File: config.mk
export PLATFORM = sky130hd
export DESIGN_NAME = max7219_frame_writer
export DESIGN_NICKNAME = d
export VERILOG_FILES = /design/src/rtl/max7219_frame_writer.sv
export SDC_FILE = /design/constraint.sdc
export NUM_CORES = 1
export LEC_CHECK = 0
export ABC_CLOCK_PERIOD_IN_PS = 4700
export BUFFER_PORTS_ARGS = -buffer_cell sky130_fd_sc_hd__buf_2
export CAP_MARGIN = 0
export CORE_MARGIN = 3
export CORE_UTILIZATION = 25
export CTS_CLUSTER_DIAMETER = 200
export DETAILED_ROUTE_END_ITERATION = 8
export GPL_ROUTABILITY_DRIVEN = 1
export PLACE_DENSITY_LB_ADDON = 0.2
export SLEW_MARGIN = 20
export SYNTH_ARGS = -nofsm -noshare
export SYNTH_HDL_FRONTEND = slang
export SYNTH_SLANG_ARGS = --single-unit
File: constraint.sdc
create_clock -name clk -period 4.7 [get_ports clk]
set_input_delay 0.94 -clock clk [delete_from_list [all_inputs] [get_ports clk]]
set_output_delay 0.94 -clock clk [all_outputs]
set_load 0.01 [all_outputs]
File: src/rtl/max7219_frame_writer.sv
// Writes six BCD stopwatch digits to a MAX7219 over a 3-wire SPI link: init sequence, then refresh frames.
// Optional macro LEADING_ZERO_BLANK_EN: blanks the tens-of-minutes digit when it is zero.
module max7219_frame_writer #(
   parameter int         CLK_DIV   = 4,
   parameter logic [3:0] INTENSITY = 4'h8
) (
   input  logic       clk,
   input  logic       res,
   input  logic       ena,
   input  logic [2:0] min_X0,
   input  logic [3:0] min_0X,
   input  logic [2:0] sec_X0,
   input  logic [3:0] sec_0X,
   input  logic [3:0] ces_X0,
   input  logic [3:0] ces_0X,
   output logic       mosi,
   output logic       cs,
   output logic       sck,
   output logic       busy,
   output logic       init_done
);

   typedef enum logic [1:0] {
      ST_INIT  = 2'd0,
      ST_IDLE  = 2'd1,
      ST_FRAME = 2'd2
   } state_t;

   localparam logic [7:0] DIV_MAX = 8'(CLK_DIV - 1);
   localparam logic [5:0] PH_LAST = 6'd33;

   state_t     state_q, state_d;
   logic [2:0] idx_q, idx_d;
   logic       run_q, run_d;
   logic [5:0] ph_q, ph_d;
   logic [7:0] div_q, div_d;
   logic [2:0] snap_m10_q, snap_m10_d;
   logic [3:0] snap_m1_q, snap_m1_d;
   logic [2:0] snap_s10_q, snap_s10_d;
   logic [3:0] snap_s1_q, snap_s1_d;
   logic [3:0] snap_c10_q, snap_c10_d;
   logic [3:0] snap_c1_q, snap_c1_d;
   logic       init_done_q, init_done_d;
   logic       cs_q, cs_d;
   logic       sck_q, sck_d;
   logic       mosi_q, mosi_d;
   logic       busy_q, busy_d;
   logic [2:0] last_idx_s;
   logic [7:0] data_s;
   logic [15:0] word_s;
   logic        shifting_s;

   // State register and all registered outputs
   always_ff @(posedge clk or posedge res) begin
      if (res) begin
         state_q     <= ST_INIT;
         idx_q       <= 3'd0;
         run_q       <= 1'b0;
         ph_q        <= 6'd0;
         div_q       <= 8'd0;
         snap_m10_q  <= 3'd0;
         snap_m1_q   <= 4'd0;
         snap_s10_q  <= 3'd0;
         snap_s1_q   <= 4'd0;
         snap_c10_q  <= 4'd0;
         snap_c1_q   <= 4'd0;
         init_done_q <= 1'b0;
         cs_q        <= 1'b1;
         sck_q       <= 1'b0;
         mosi_q      <= 1'b0;
         busy_q      <= 1'b0;
      end else begin
         state_q     <= state_d;
         idx_q       <= idx_d;
         run_q       <= run_d;
         ph_q        <= ph_d;
         div_q       <= div_d;
         snap_m10_q  <= snap_m10_d;
         snap_m1_q   <= snap_m1_d;
         snap_s10_q  <= snap_s10_d;
         snap_s1_q   <= snap_s1_d;
         snap_c10_q  <= snap_c10_d;
         snap_c1_q   <= snap_c1_d;
         init_done_q <= init_done_d;
         cs_q        <= cs_d;
         sck_q       <= sck_d;
         mosi_q      <= mosi_d;
         busy_q      <= busy_d;
      end
   end

   // Sequencer: ph counts 34 half-periods per word (32 shifting, 2 with cs high)
   always_comb begin
      state_d     = state_q;
      idx_d       = idx_q;
      run_d       = run_q;
      ph_d        = ph_q;
      div_d       = div_q;
      snap_m10_d  = snap_m10_q;
      snap_m1_d   = snap_m1_q;
      snap_s10_d  = snap_s10_q;
      snap_s1_d   = snap_s1_q;
      snap_c10_d  = snap_c10_q;
      snap_c1_d   = snap_c1_q;
      init_done_d = init_done_q;
      last_idx_s  = (state_q == ST_INIT) ? 3'd4 : 3'd5;
      case (state_q)
         ST_IDLE: begin
            if (ena) begin
               state_d    = ST_FRAME;
               idx_d      = 3'd0;
               run_d      = 1'b1;
               ph_d       = 6'd0;
               div_d      = 8'd0;
               snap_m10_d = min_X0;
               snap_m1_d  = min_0X;
               snap_s10_d = sec_X0;
               snap_s1_d  = sec_0X;
               snap_c10_d = ces_X0;
               snap_c1_d  = ces_0X;
            end else begin
               run_d = 1'b0;
            end
         end
         ST_INIT, ST_FRAME: begin
            if (!run_q) begin
               run_d = 1'b1;
               ph_d  = 6'd0;
               div_d = 8'd0;
            end else if (div_q != DIV_MAX) begin
               div_d = div_q + 8'd1;
            end else if (ph_q != PH_LAST) begin
               div_d = 8'd0;
               ph_d  = ph_q + 6'd1;
            end else begin
               div_d = 8'd0;
               ph_d  = 6'd0;
               if (idx_q == last_idx_s) begin
                  init_done_d = init_done_q | (state_q == ST_INIT);
                  state_d     = ST_IDLE;
                  idx_d       = 3'd0;
                  run_d       = 1'b0;
               end else begin
                  idx_d = idx_q + 3'd1;
               end
            end
         end
         default: begin
            state_d = ST_INIT;
            idx_d   = 3'd0;
            run_d   = 1'b0;
         end
      endcase
   end

   // Word to transmit, selected from the next-state position so outputs register in step
   always_comb begin
      data_s = 8'h00;
      case (idx_d)
         3'd0: data_s = {4'h0, snap_c1_d};
         3'd1: data_s = {4'h0, snap_c10_d};
         3'd2: data_s = {4'h8, snap_s1_d};
         3'd3: data_s = {5'b00000, snap_s10_d};
         3'd4: data_s = {4'h8, snap_m1_d};
`ifdef LEADING_ZERO_BLANK_EN
         3'd5: data_s = (snap_m10_d == 3'd0) ? 8'h0F : {5'b00000, snap_m10_d};
`else
         3'd5: data_s = {5'b00000, snap_m10_d};
`endif
         default: data_s = 8'h00;
      endcase
      word_s = 16'h0000;
      if (state_d == ST_INIT) begin
         case (idx_d)
            3'd0: word_s = 16'h0C01;
            3'd1: word_s = 16'h0F00;
            3'd2: word_s = 16'h093F;
            3'd3: word_s = 16'h0B05;
            3'd4: word_s = {12'h0A0, INTENSITY};
            default: word_s = 16'h0000;
         endcase
      end else begin
         word_s = {5'b00000, idx_d + 3'd1, data_s};
      end
   end

   // SPI pin decode: sck high on odd half-periods, mosi steps one bit per sck period
   always_comb begin
      shifting_s = run_d && !ph_d[5];
      cs_d       = !shifting_s;
      sck_d      = shifting_s && ph_d[0];
      mosi_d     = shifting_s ? word_s[4'd15 - ph_d[4:1]] : 1'b0;
      busy_d     = (state_d != ST_IDLE);
   end

   assign mosi      = mosi_q;
   assign cs        = cs_q;
   assign sck       = sck_q;
   assign busy      = busy_q;
   assign init_done = init_done_q;

endmodule

==> results.py, run 1 <==
metrics = {
    "critical_path": {
        "crit_chain": "ha_1 > nor3b_1 > nand4_2 > and3b_1 > a211oi_1 > inv_1 > ha_1 > ha_1 > nand2_1 > o31ai_1 > o31ai_1 > nand4_1 > a211oi_1 > o22ai_1",
        "worstPathArrival_ns": 3.95,
        "crit_path_end_kind": "flop",
        "cp_max_fo": 7,
        "cp_top_family": "simple AND/OR/NAND/NOR gates",
        "rrSetupSlack_ns": 0.93,
        "crit_path_frequent_cell": "ha_1",
        "worstSetupPathType": "flop to flop",
        "critPathSlowestCell": "nor3b_1",
        "slowest_delay_ns": 0.43,
        "start_kind": "flop",
        "required_ns": 4.88,
        "cp_num_buf_inv": 1,
    },
    "routing": {
        "wl_microns": 6438,
        "ant_nets": 0,
        "vias_per_cell": 5.002,
        "drtIter0Drc": 118,
        "num_vias": 2161,
        "first_pass_iters": 4,
        "drcViolationCount": 0,
        "drt-wirelength-per-cell_microns": 14.90,
    },
    "run": {
        "drv_cap": 0,
    },
    "placed_design": {
        "gp_congestion": 0.8756,
        "dpl_cell_area_sq_um": 3029,
        "dp_hpwl_microns": 4814,
        "port_buffers": 29,
    },
    "grt": {
        "grt_max_degree": 48,
        "antenna_found_initial": 0,
        "grt_pass1_wl_microns": 11150,
        "grt.overflow.total": 0,
        "grtUsageTotal_pct": 10.83,
        "grt_pass1_vias": 2230,
    },
    "synthesis": {
        "ys_top_cells_by_count": "46 x dfrtp_1, 26 x nand2_1, 23 x mux2_2",
        "yosys.area.top_type": "dfrtp_1",
        "synth_edf_count": 0,
        "synth_top_area_share_pct": 41.78,
        "ys_seq_area_share_pct": 42.73,
        "yosys_warnings": 0,
        "syn_avg_cell_area_sq_um": 10.36,
        "syn_nets": 300,
        "yosys_most_used_dff": "dfrtp_1",
        "yosys-top-cells-area": "dfrtp_1 42%, mux2_2 9.4%, ha_1 4.1%",
        "synthArstFlopShare_pct": 100.0,
        "synth.distinct_cells": 66,
        "synth_seq_cells": 47,
        "syn_area_sq_um": 2755,
        "netlist_instances": 266,
        "synth.most_common_cell": "dfrtp_1",
    },
    "floorplanning": {
        "ioPinCount": 30,
        "rows": 37,
        "core_sq_um": 10510,
        "die_x_microns": 111.0,
        "initial_core_util_pct": 26.22,
        "die_h_microns": 111.0,
        "die_area_sq_um": 12320,
    },
    "layout": {
        "drive_above_1_share_pct": 28.72,
        "seq_area_sq_um": 1177,
        "fin_area_sq_um": 3143,
        "multiInputGateArea_sq_um": 1484,
        "nets": 329,
        "synthToLayoutAreaGrowth_pct": 14.08,
        "fillCellCount": 1095,
        "antenna_cells": 0,
    },
    "outcome": {
        "status": "completed",
    },
    "timing": {
        "min_period_ns": 3.768,
        "slew_headroom_pct": 38.45,
        "timing_max_transition_violations_final": 0,
        "fmax_ghz": 0.2654,
        "setup-violations-final": 0,
        "hold_slack_ns": 0.4586,
        "min_period_over_period_pct": 80.18,
        "worst_pin_slew_ns": 0.9113,
        "fin_setup_tns_ns": 0,
        "hold_viol": 0,
        "finClkSkew_ns": 0.01592,
        "rsz0062_at_grt": "no",
    },
    "clocking": {
        "cts_sinks": 47,
        "htreeDepth": 2,
        "clk_latency_ns": 0.31,
        "numCtsBuffers": 5,
        "post_cts_resized": 0,
        "post_cts_buffers": 0,
        "clock_path_buffers": 2,
        "cts.reportedPaths.clkPinSlew_ns": 0.11,
        "cts_hold_buf": 0,
        "cts-root-buf": "clkbuf_8",
        "cts_tree": "yes",
    },
    "power_and_ir_drop": {
        "leakagePower_nw": 1.418,
        "powerDensity_nw_per_um2": 483.5,
        "max-vdd-ir-drop_mv": 0.1795,
    },
    "hold_path": {
        "hp-class": "flop to flop",
    },
}
[path summary, 6_finish.rpt]
check                                      start                endpoint  cells past startpoint
min                        init_done$_DFFE_PP0P_   init_done$_DFFE_PP0P_                      1
max in group asynchronous                    res       ph_q[2]$_DFF_PP0_                      2
min in group asynchronous                    res  snap_m1_q[3]$_DFF_PP0_                      2
max                         div_q[0]$_DFFE_PP0P_          mosi$_DFF_PP0_                     14
min reg2reg                init_done$_DFFE_PP0P_   init_done$_DFFE_PP0P_                      1
max reg2reg                 div_q[0]$_DFFE_PP0P_          mosi$_DFF_PP0_                     14
[cells by family after synthesis]
logic type               synth area share, %
multiplexers                           10.94
AND/OR/NAND/NOR                        20.07
adder cells (fa/ha/maj)                4.087
AO/OA/AOI/OAI                          15.90
buffers and inverters                  3.405
flip-flops                             42.73
XOR/XNOR                               2.861
[report_power, final]
part | internal, mW | switching [mW]
Sequential | 0.490 | 0.0781
Combinational | 0.263 | 0.379
Clock | 0.159 | 0.151
[layer usage]
metal	track usage (%)	up-vias	wire, microns
met4	2.874	0	81
li1	-	1049	-
met5	0	-	0
met2	17.64	51	3054
met1	14.62	1051	3107
met3	2.238	10	194
[layout make-up]
| cell class | count | share of cell area [%] |
|---|---|---|
| multi-input combinational | 199 | 47.21 |
| sequential | 47 | 37.46 |
| tap | 136 | 5.414 |
| timing repair buffer | 30 | 4.857 |
| clock buffer | 5 | 2.189 |
| inverter | 12 | 1.473 |
| clock inverter | 3 | 1.393 |
[layout by cell type, fill, tap and decap left out, types with 5 or more instances in the layout]
| cell type | instances |
|---|---|
| a21oi_1 | 7 |
| a31oi_1 | 5 |
| buf_2 | 29 |
| clkbuf_8 | 5 |
| dfrtp_1 | 46 |
| ha_1 | 9 |
| inv_1 | 10 |
| mux2_2 | 23 |
| nand2_1 | 26 |
| nand4_1 | 6 |
| nor2_1 | 15 |
| nor3_1 | 9 |
| o21ai_0 | 10 |
| xnor2_1 | 5 |
[flip-flops by register name, indices dropped and copies added (netlist names)]
| register | count |
|---|---|
| snap_m10_q | 3 |
| snap_s10_q | 3 |
| init_done | 1 |
| busy | 1 |
| cs | 1 |
| snap_m1_q | 4 |
| ph_q | 6 |
| snap_c1_q | 4 |
| snap_s1_q | 4 |
| mosi | 1 |
| state_q | 2 |
| div_q | 8 |
| idx_q | 3 |
| snap_c10_q | 4 |
| run_q | 1 |
| sck | 1 |
[metrics by stage]
step / cells / util (%) / total power [mW] / setup WS [ns]
floorplan: 266 / - / 1.066 / 1.468
CTS: 432 / 29.90 / 1.531 / 0.9449
global placement: 424 / 28.82 / 1.222 / 1.077
finish: 432 / 29.91 / 1.520 / 0.9317
global route: 432 / 29.91 / 1.645 / 0.6355
detailed placement: 424 / 28.82 / 1.216 / 0.9627
No activity file was read; power rests on OpenSTA's default activity.
==> run 2: changes to the inputs <==
ABC_CLOCK_PERIOD_IN_PS = 3200   (was 4700)
clock period = 3.2 ns   (was 4.7 ns; I/O delays follow)
==> run 2 against run 1 <==
Effect of this change: via count increased by 3.3%; sequential share of layout area decreased by 2.3 points; worst setup slack got worse by 0.80 ns; design area increased by 6.5%; largest cell class unchanged; flip-flop and latch count unchanged; largest power group unchanged; sequential power increased by 44%; global-route usage increased by 0.72 points; routed wire length increased by 7.5%; first-iteration DRC count increased by 16%.
==> results.py, run 2 (synthesis results as in run 1) <==
metrics = {
    "critical_path": {
        "crit_path_end_kind": "flop",
        "rrSetupSlack_ns": 0.13,
        "r2r-end": "mosi$_DFF_PP0_",
        "worstPathArrival_ns": 3.30,
        "reg2reg_from": "div_q[0]$_DFFE_PP0P_",
        "start_kind": "flop",
        "required_ns": 3.43,
        "reg2reg_depth": 14,
        "crit_start": "div_q[0]$_DFFE_PP0P_",
        "worstSetupPathType": "flop to flop",
        "cp_max_fo": 5,
        "timing.critical_path.to": "mosi$_DFF_PP0_",
    },
    "placed_design": {
        "gp_congestion": 0.8530,
        "dp_slack_ns": 0.01973,
        "dp.cells": 444,
        "port_buffers": 29,
        "dpl_cell_area_sq_um": 3184,
        "dp_hpwl_microns": 5197,
    },
    "layout": {
        "largest_reg_flops": 8,
        "fillCellCount": 1082,
        "antenna_cells": 0,
        "post-route-util_pct": 31.86,
        "fin_area_sq_um": 3348,
        "synthToLayoutAreaGrowth_pct": 21.53,
        "regMostFlops": "div_q",
        "stdcell_count": 453,
        "nets": 350,
        "top_regs": "div_q (8), ph_q (6)",
        "layout_common_cells": "46 x dfrtp_1, 29 x buf_2, 26 x nand2_1",
        "drive_above_1_share_pct": 36.59,
        "final_common_cell": "dfrtp_1",
    },
    "hold_path": {
        "hp-class": "primary input to asynchronous set/reset pin",
    },
    "routing": {
        "drt-wirelength-per-cell_microns": 15.27,
        "ant_nets": 0,
        "vias_per_cell": 4.929,
        "drcViolationCount": 0,
        "drtIter0Drc": 137,
        "wl_microns": 6918,
        "num_vias": 2233,
        "first_pass_iters": 4,
    },
    "power_and_ir_drop": {
        "max-vdd-ir-drop_mv": 0.2203,
        "leakagePower_nw": 1.515,
        "powerDensity_nw_per_um2": 707.7,
        "power_mw": 2.370,
    },
    "grt": {
        "grt_pass1_wl_microns": 11880,
        "grtUsageMet2_pct": 19.46,
        "grtUsageMet1_pct": 15.33,
        "grt_busiest_layer": "met2",
        "grt.overflow.total": 0,
        "grtUsageTotal_pct": 11.55,
        "antenna_found_initial": 0,
        "met3_usage_pct": 2.347,
        "grt_pass1_vias": 2399,
        "grt_max_degree": 48,
    },
    "floorplanning": {
        "die_x_microns": 111.0,
        "die_area_sq_um": 12320,
        "ioPinCount": 30,
        "rows": 37,
        "initial_core_util_pct": 26.22,
        "core_sq_um": 10510,
        "die_h_microns": 111.0,
    },
    "timing": {
        "finClkSkew_ns": 0.01366,
        "setup-violations-final": 0,
        "slew_headroom_pct": 44.79,
        "hold_viol": 0,
        "layout_setup_ws_ns": 0.1312,
        "worst_pin_slew_ns": 0.8272,
        "timing_max_transition_violations_final": 0,
        "min_period_ns": 3.069,
        "min_period_over_period_pct": 95.90,
        "fmax_ghz": 0.3259,
    },
    "clocking": {
        "cts_sinks": 47,
        "htreeDepth": 2,
        "cts_hold_buf": 0,
        "clk_latency_ns": 0.31,
        "clock_path_buffers": 2,
        "cts-root-buf": "clkbuf_8",
        "cts_tree": "yes",
        "numCtsBuffers": 5,
        "cts.reportedPaths.clkPinSlew_ns": 0.10,
    },
    "run": {
        "drv_cap": 0,
    },
    "outcome": {
        "status": "completed",
    },
}
[run 2: area by class of cell]
class	instances	area (sq um)	area share, %
Sequential cell	47	1177	35.16
Clock inverter	2	17.52	0.5232
Clock buffer	6	72.57	2.167
Tap cell	136	170.2	5.082
Timing Repair Buffer	51	310.3	9.268
Multi-Input combinational cell	199	1554	46.41
Inverter	12	46.29	1.383
[run 2: how the worst min path moves through the flow]
stage                                        end  slack, ns                    from  cells past startpoint
final                     snap_s1_q[1]$_DFF_PP0_       0.45                     res                      2
after global routing       init_done$_DFFE_PP0P_       0.50   init_done$_DFFE_PP0P_                      1
after global placement     init_done$_DFFE_PP0P_       0.45   init_done$_DFFE_PP0P_                      1
after CTS                  init_done$_DFFE_PP0P_       0.46   init_done$_DFFE_PP0P_                      1
after detailed placement   init_done$_DFFE_PP0P_       0.44   init_done$_DFFE_PP0P_                      1
after floorplan           snap_m1_q[3]$_DFF_PP0_       0.47  snap_m1_q[3]$_DFF_PP0_                      1
[run 2: stage by stage]
stage,setup TNS [ns],hold slack [ns]
after floorplan,0,0.4708
after global placement,0,0.4465
after detailed placement,0,0.4391
after CTS,0,0.4628
after global routing,-0.02732,0.4967
final,0,0.4541
[run 2: what timing repair did]
item | 4_1_cts | 5_1_grt
buffers inserted | 0 | 1
pin swaps | 0 | 1
resized for setup | 1 | 13
cloned | 0 | 0
endpoints found under the setup margin | 1 | 1
[run 2: critical path, cell delays in order (launching register included)]
cell and delay (ns):
dfrtp_1 0.38, ha_2 0.21, nor3b_4 0.23, nand4_2 0.16
buf_4 0.20, nand2_1 0.06, o21ai_0 0.06, nor2b_2 0.16
a21oi_1 0.19, ha_1 0.23, inv_1 0.11, or3_1 0.43
a311oi_2 0.33, a211oi_2 0.09, o22ai_1 0.17
[run 2: layer usage]
layer	vias up	wire length, microns
met5	-	0
met4	0	47
met3	5	286
met2	63	3333
met1	1080	3251
li1	1085	-
[run 2: where the power goes]
group          switching (mW)  internal (mW)  total, mW  leakage [nW]
registers              0.0981          0.719      0.817         0.589
clock network           0.214          0.157      0.371        0.0454
logic                   0.650          0.531       1.18         0.880
==> run 3: changes to the inputs <==
ABC_CLOCK_PERIOD_IN_PS = 2600   (was 3200)
clock period = 2.6 ns   (was 3.2 ns; I/O delays follow)
==> run 3 against run 2 <==
Effect of this change: the flow now finishes with violations (negative setup slack); final cell count rose by 9.1%; first-iteration DRC count fell by 6.6%; power rose by 47%; clock power rose by 73%; register-to-register slack got worse by 0.39 ns; critical path type unchanged; highest routed layer unchanged.
==> results.py, run 3 (synthesis results as in run 1) <==
metrics = {
    "layout": {
        "drive_above_1_share_pct": 45.81,
        "antenna_cells": 0,
        "largest_reg_flops": 8,
        "regMostFlops": "div_q",
        "fin_area_sq_um": 3802,
        "final_common_cell": "buf_4",
        "synthToLayoutAreaGrowth_pct": 38.01,
        "top_regs": "div_q (8), ph_q (6)",
        "layout_common_cells": "62 x buf_4, 46 x dfrtp_1, 29 x buf_2",
        "nets": 391,
    },
    "power_and_ir_drop": {
        "powerDensity_nw_per_um2": 916.4,
        "internal-power_mw": 2.181,
        "swShare_pct": 37.42,
        "max-vdd-ir-drop_mv": 0.3678,
        "pwr-share-seq_pct": 28.3,
        "leakagePower_nw": 1.741,
        "clock_power_share_pct": 18.4,
        "pwr-share-comb_pct": 53.3,
        "switchingPower_mw": 1.304,
    },
    "floorplanning": {
        "ioPinCount": 30,
        "initial_core_util_pct": 26.22,
        "die_h_microns": 111.0,
        "die_x_microns": 111.0,
        "core_sq_um": 10510,
        "die_area_sq_um": 12320,
        "rows": 37,
    },
    "timing": {
        "min_period_ns": 2.861,
        "setup-violations-final": 1,
        "finClkSkew_ns": 0.005710,
        "hold_viol": 0,
        "worst_pin_slew_ns": 0.6579,
        "slew_headroom_pct": 56.14,
        "timing_max_transition_violations_final": 0,
        "min_period_over_period_pct": 110.0,
        "rsz0062_at_grt": "yes",
        "layout_setup_ws_ns": -0.2612,
        "hold_slack_ns": 0.1206,
        "fmax_ghz": 0.3495,
    },
    "clocking": {
        "clk_latency_ns": 0.30,
        "htreeDepth": 2,
        "cts_sinks": 47,
        "clock_path_buffers": 2,
        "cts_tree": "yes",
        "numCtsBuffers": 5,
        "cts-root-buf": "clkbuf_8",
        "cts.reportedPaths.clkPinSlew_ns": 0.09,
        "cts_hold_buf": 0,
    },
    "routing": {
        "drt-wirelength-per-cell_microns": 15.32,
        "vias_per_cell": 4.816,
        "num_vias": 2379,
        "drtIter0Drc": 128,
        "wl_microns": 7566,
        "drcViolationCount": 0,
        "ant_nets": 0,
        "first_pass_iters": 4,
    },
    "placed_design": {
        "gp_congestion": 0.7956,
        "port_buffers": 29,
        "dp_slack_ns": -0.3443,
        "dpl_cell_area_sq_um": 3583,
        "dp_hpwl_microns": 5859,
    },
    "grt": {
        "grt.overflow.total": 0,
        "grtUsageTotal_pct": 12.48,
        "antenna_found_initial": 0,
        "grt_pass1_vias": 2552,
        "grt_max_degree": 23,
        "grt_pass1_wl_microns": 12590,
    },
    "critical_path": {
        "critPathSlowestCell": "dfrtp_1",
        "slowest_delay_ns": 0.42,
        "crit_path_end_kind": "flop",
        "cp_max_fo": 4,
        "required_ns": 2.78,
        "start_kind": "flop",
        "worstSetupPathType": "flop to flop",
        "worstPathArrival_ns": 3.05,
        "crit_chain": "or3_4 > a21oi_4 > buf_4 > a2111oi_4 > a211oi_4 > inv_2 > ha_4 > ha_4 > nand2_1 > o31ai_1 > o31ai_1 > nand4_1 > a211oi_2 > o22ai_1",
    },
    "outcome": {
        "status": "finished with violations",
        "violations": "negative setup slack",
    },
    "hold_path": {
        "hp-class": "primary input to asynchronous set/reset pin",
    },
    "run": {
        "drv_cap": 0,
    },
}
==> run 3: critical path: cells and delay by family (launching register included) <==
kind | cells | cell delay (ns)
compound gates | 7 | 1.11
fa+ha+maj | 2 | 0.37
buf+inv | 2 | 0.25
flops | 1 | 0.42
simple gates | 3 | 0.61
==> run 3: metal layers <==
layer | vias up | routed length (microns) | GRT usage, %
met1 | 1150 | 3602 | 16.17
li1 | 1160 | - | -
met5 | - | 0 | 0
met2 | 56 | 3596 | 21.32
met3 | 13 | 248 | 2.074
met4 | 0 | 118 | 3.695
==> run 3: cell type report <==
cell class,instances,area [sq um]
clock buffers,6,72.57
clock inverters,2,60.06
fillers,1073,6706
inverters,12,45.04
multi-input cells,199,1647
flip-flops and latches,47,1177
well taps,136,170.2
repair buffers,92,630.6
==> run 3: path summary, 6_finish.rpt <==
check | start | end | slack (ns) | cells after the start
max in group asynchronous | res | state_q[1]$_DFF_PP0_ | 1.95 | 3
worst min-delay path | res | sck$_DFF_PP0_ | 0.12 | 2
worst max-delay path | state_q[0]$_DFF_PP0_ | mosi$_DFF_PP0_ | -0.26 | 14
min in group clk | init_done$_DFFE_PP0P_ | init_done$_DFFE_PP0P_ | 0.46 | 1
worst min register to register | init_done$_DFFE_PP0P_ | init_done$_DFFE_PP0P_ | 0.46 | 1
worst max register to register | state_q[0]$_DFF_PP0_ | mosi$_DFF_PP0_ | -0.26 | 14
==> run 3: what timing repair did <==
action,in CTS,in global routing
setup buffers,2,0
setup endpoints to repair,1,1
gates resized for setup,13,2
pin swaps,9,0
==> run 3: power groups by stage <==
stage	clock (mW)	combinational, mW	sequential, mW
after detailed placement	0	1.76	1.00
after global placement	0	1.75	1.00
after global routing	0.691	2.03	1.01
after CTS	0.663	1.85	0.988
after floorplan	0	0.992	1.04
final	0.640	1.86	0.986
==> run 3: through the flow <==
stage / TNS (ns) / cells / power (mW) / utilization [%]
final: -0.2612 / 494 / 3.485 / 36.18
after global routing: -0.5051 / 494 / 3.731 / 36.18
after CTS: -0.2782 / 494 / 3.504 / 36.16
after detailed placement: -0.3443 / 484 / 2.760 / 34.10
after global placement: -0.3691 / 484 / 2.748 / 34.10
after floorplan: -0.1849 / 266 / 2.029 / -
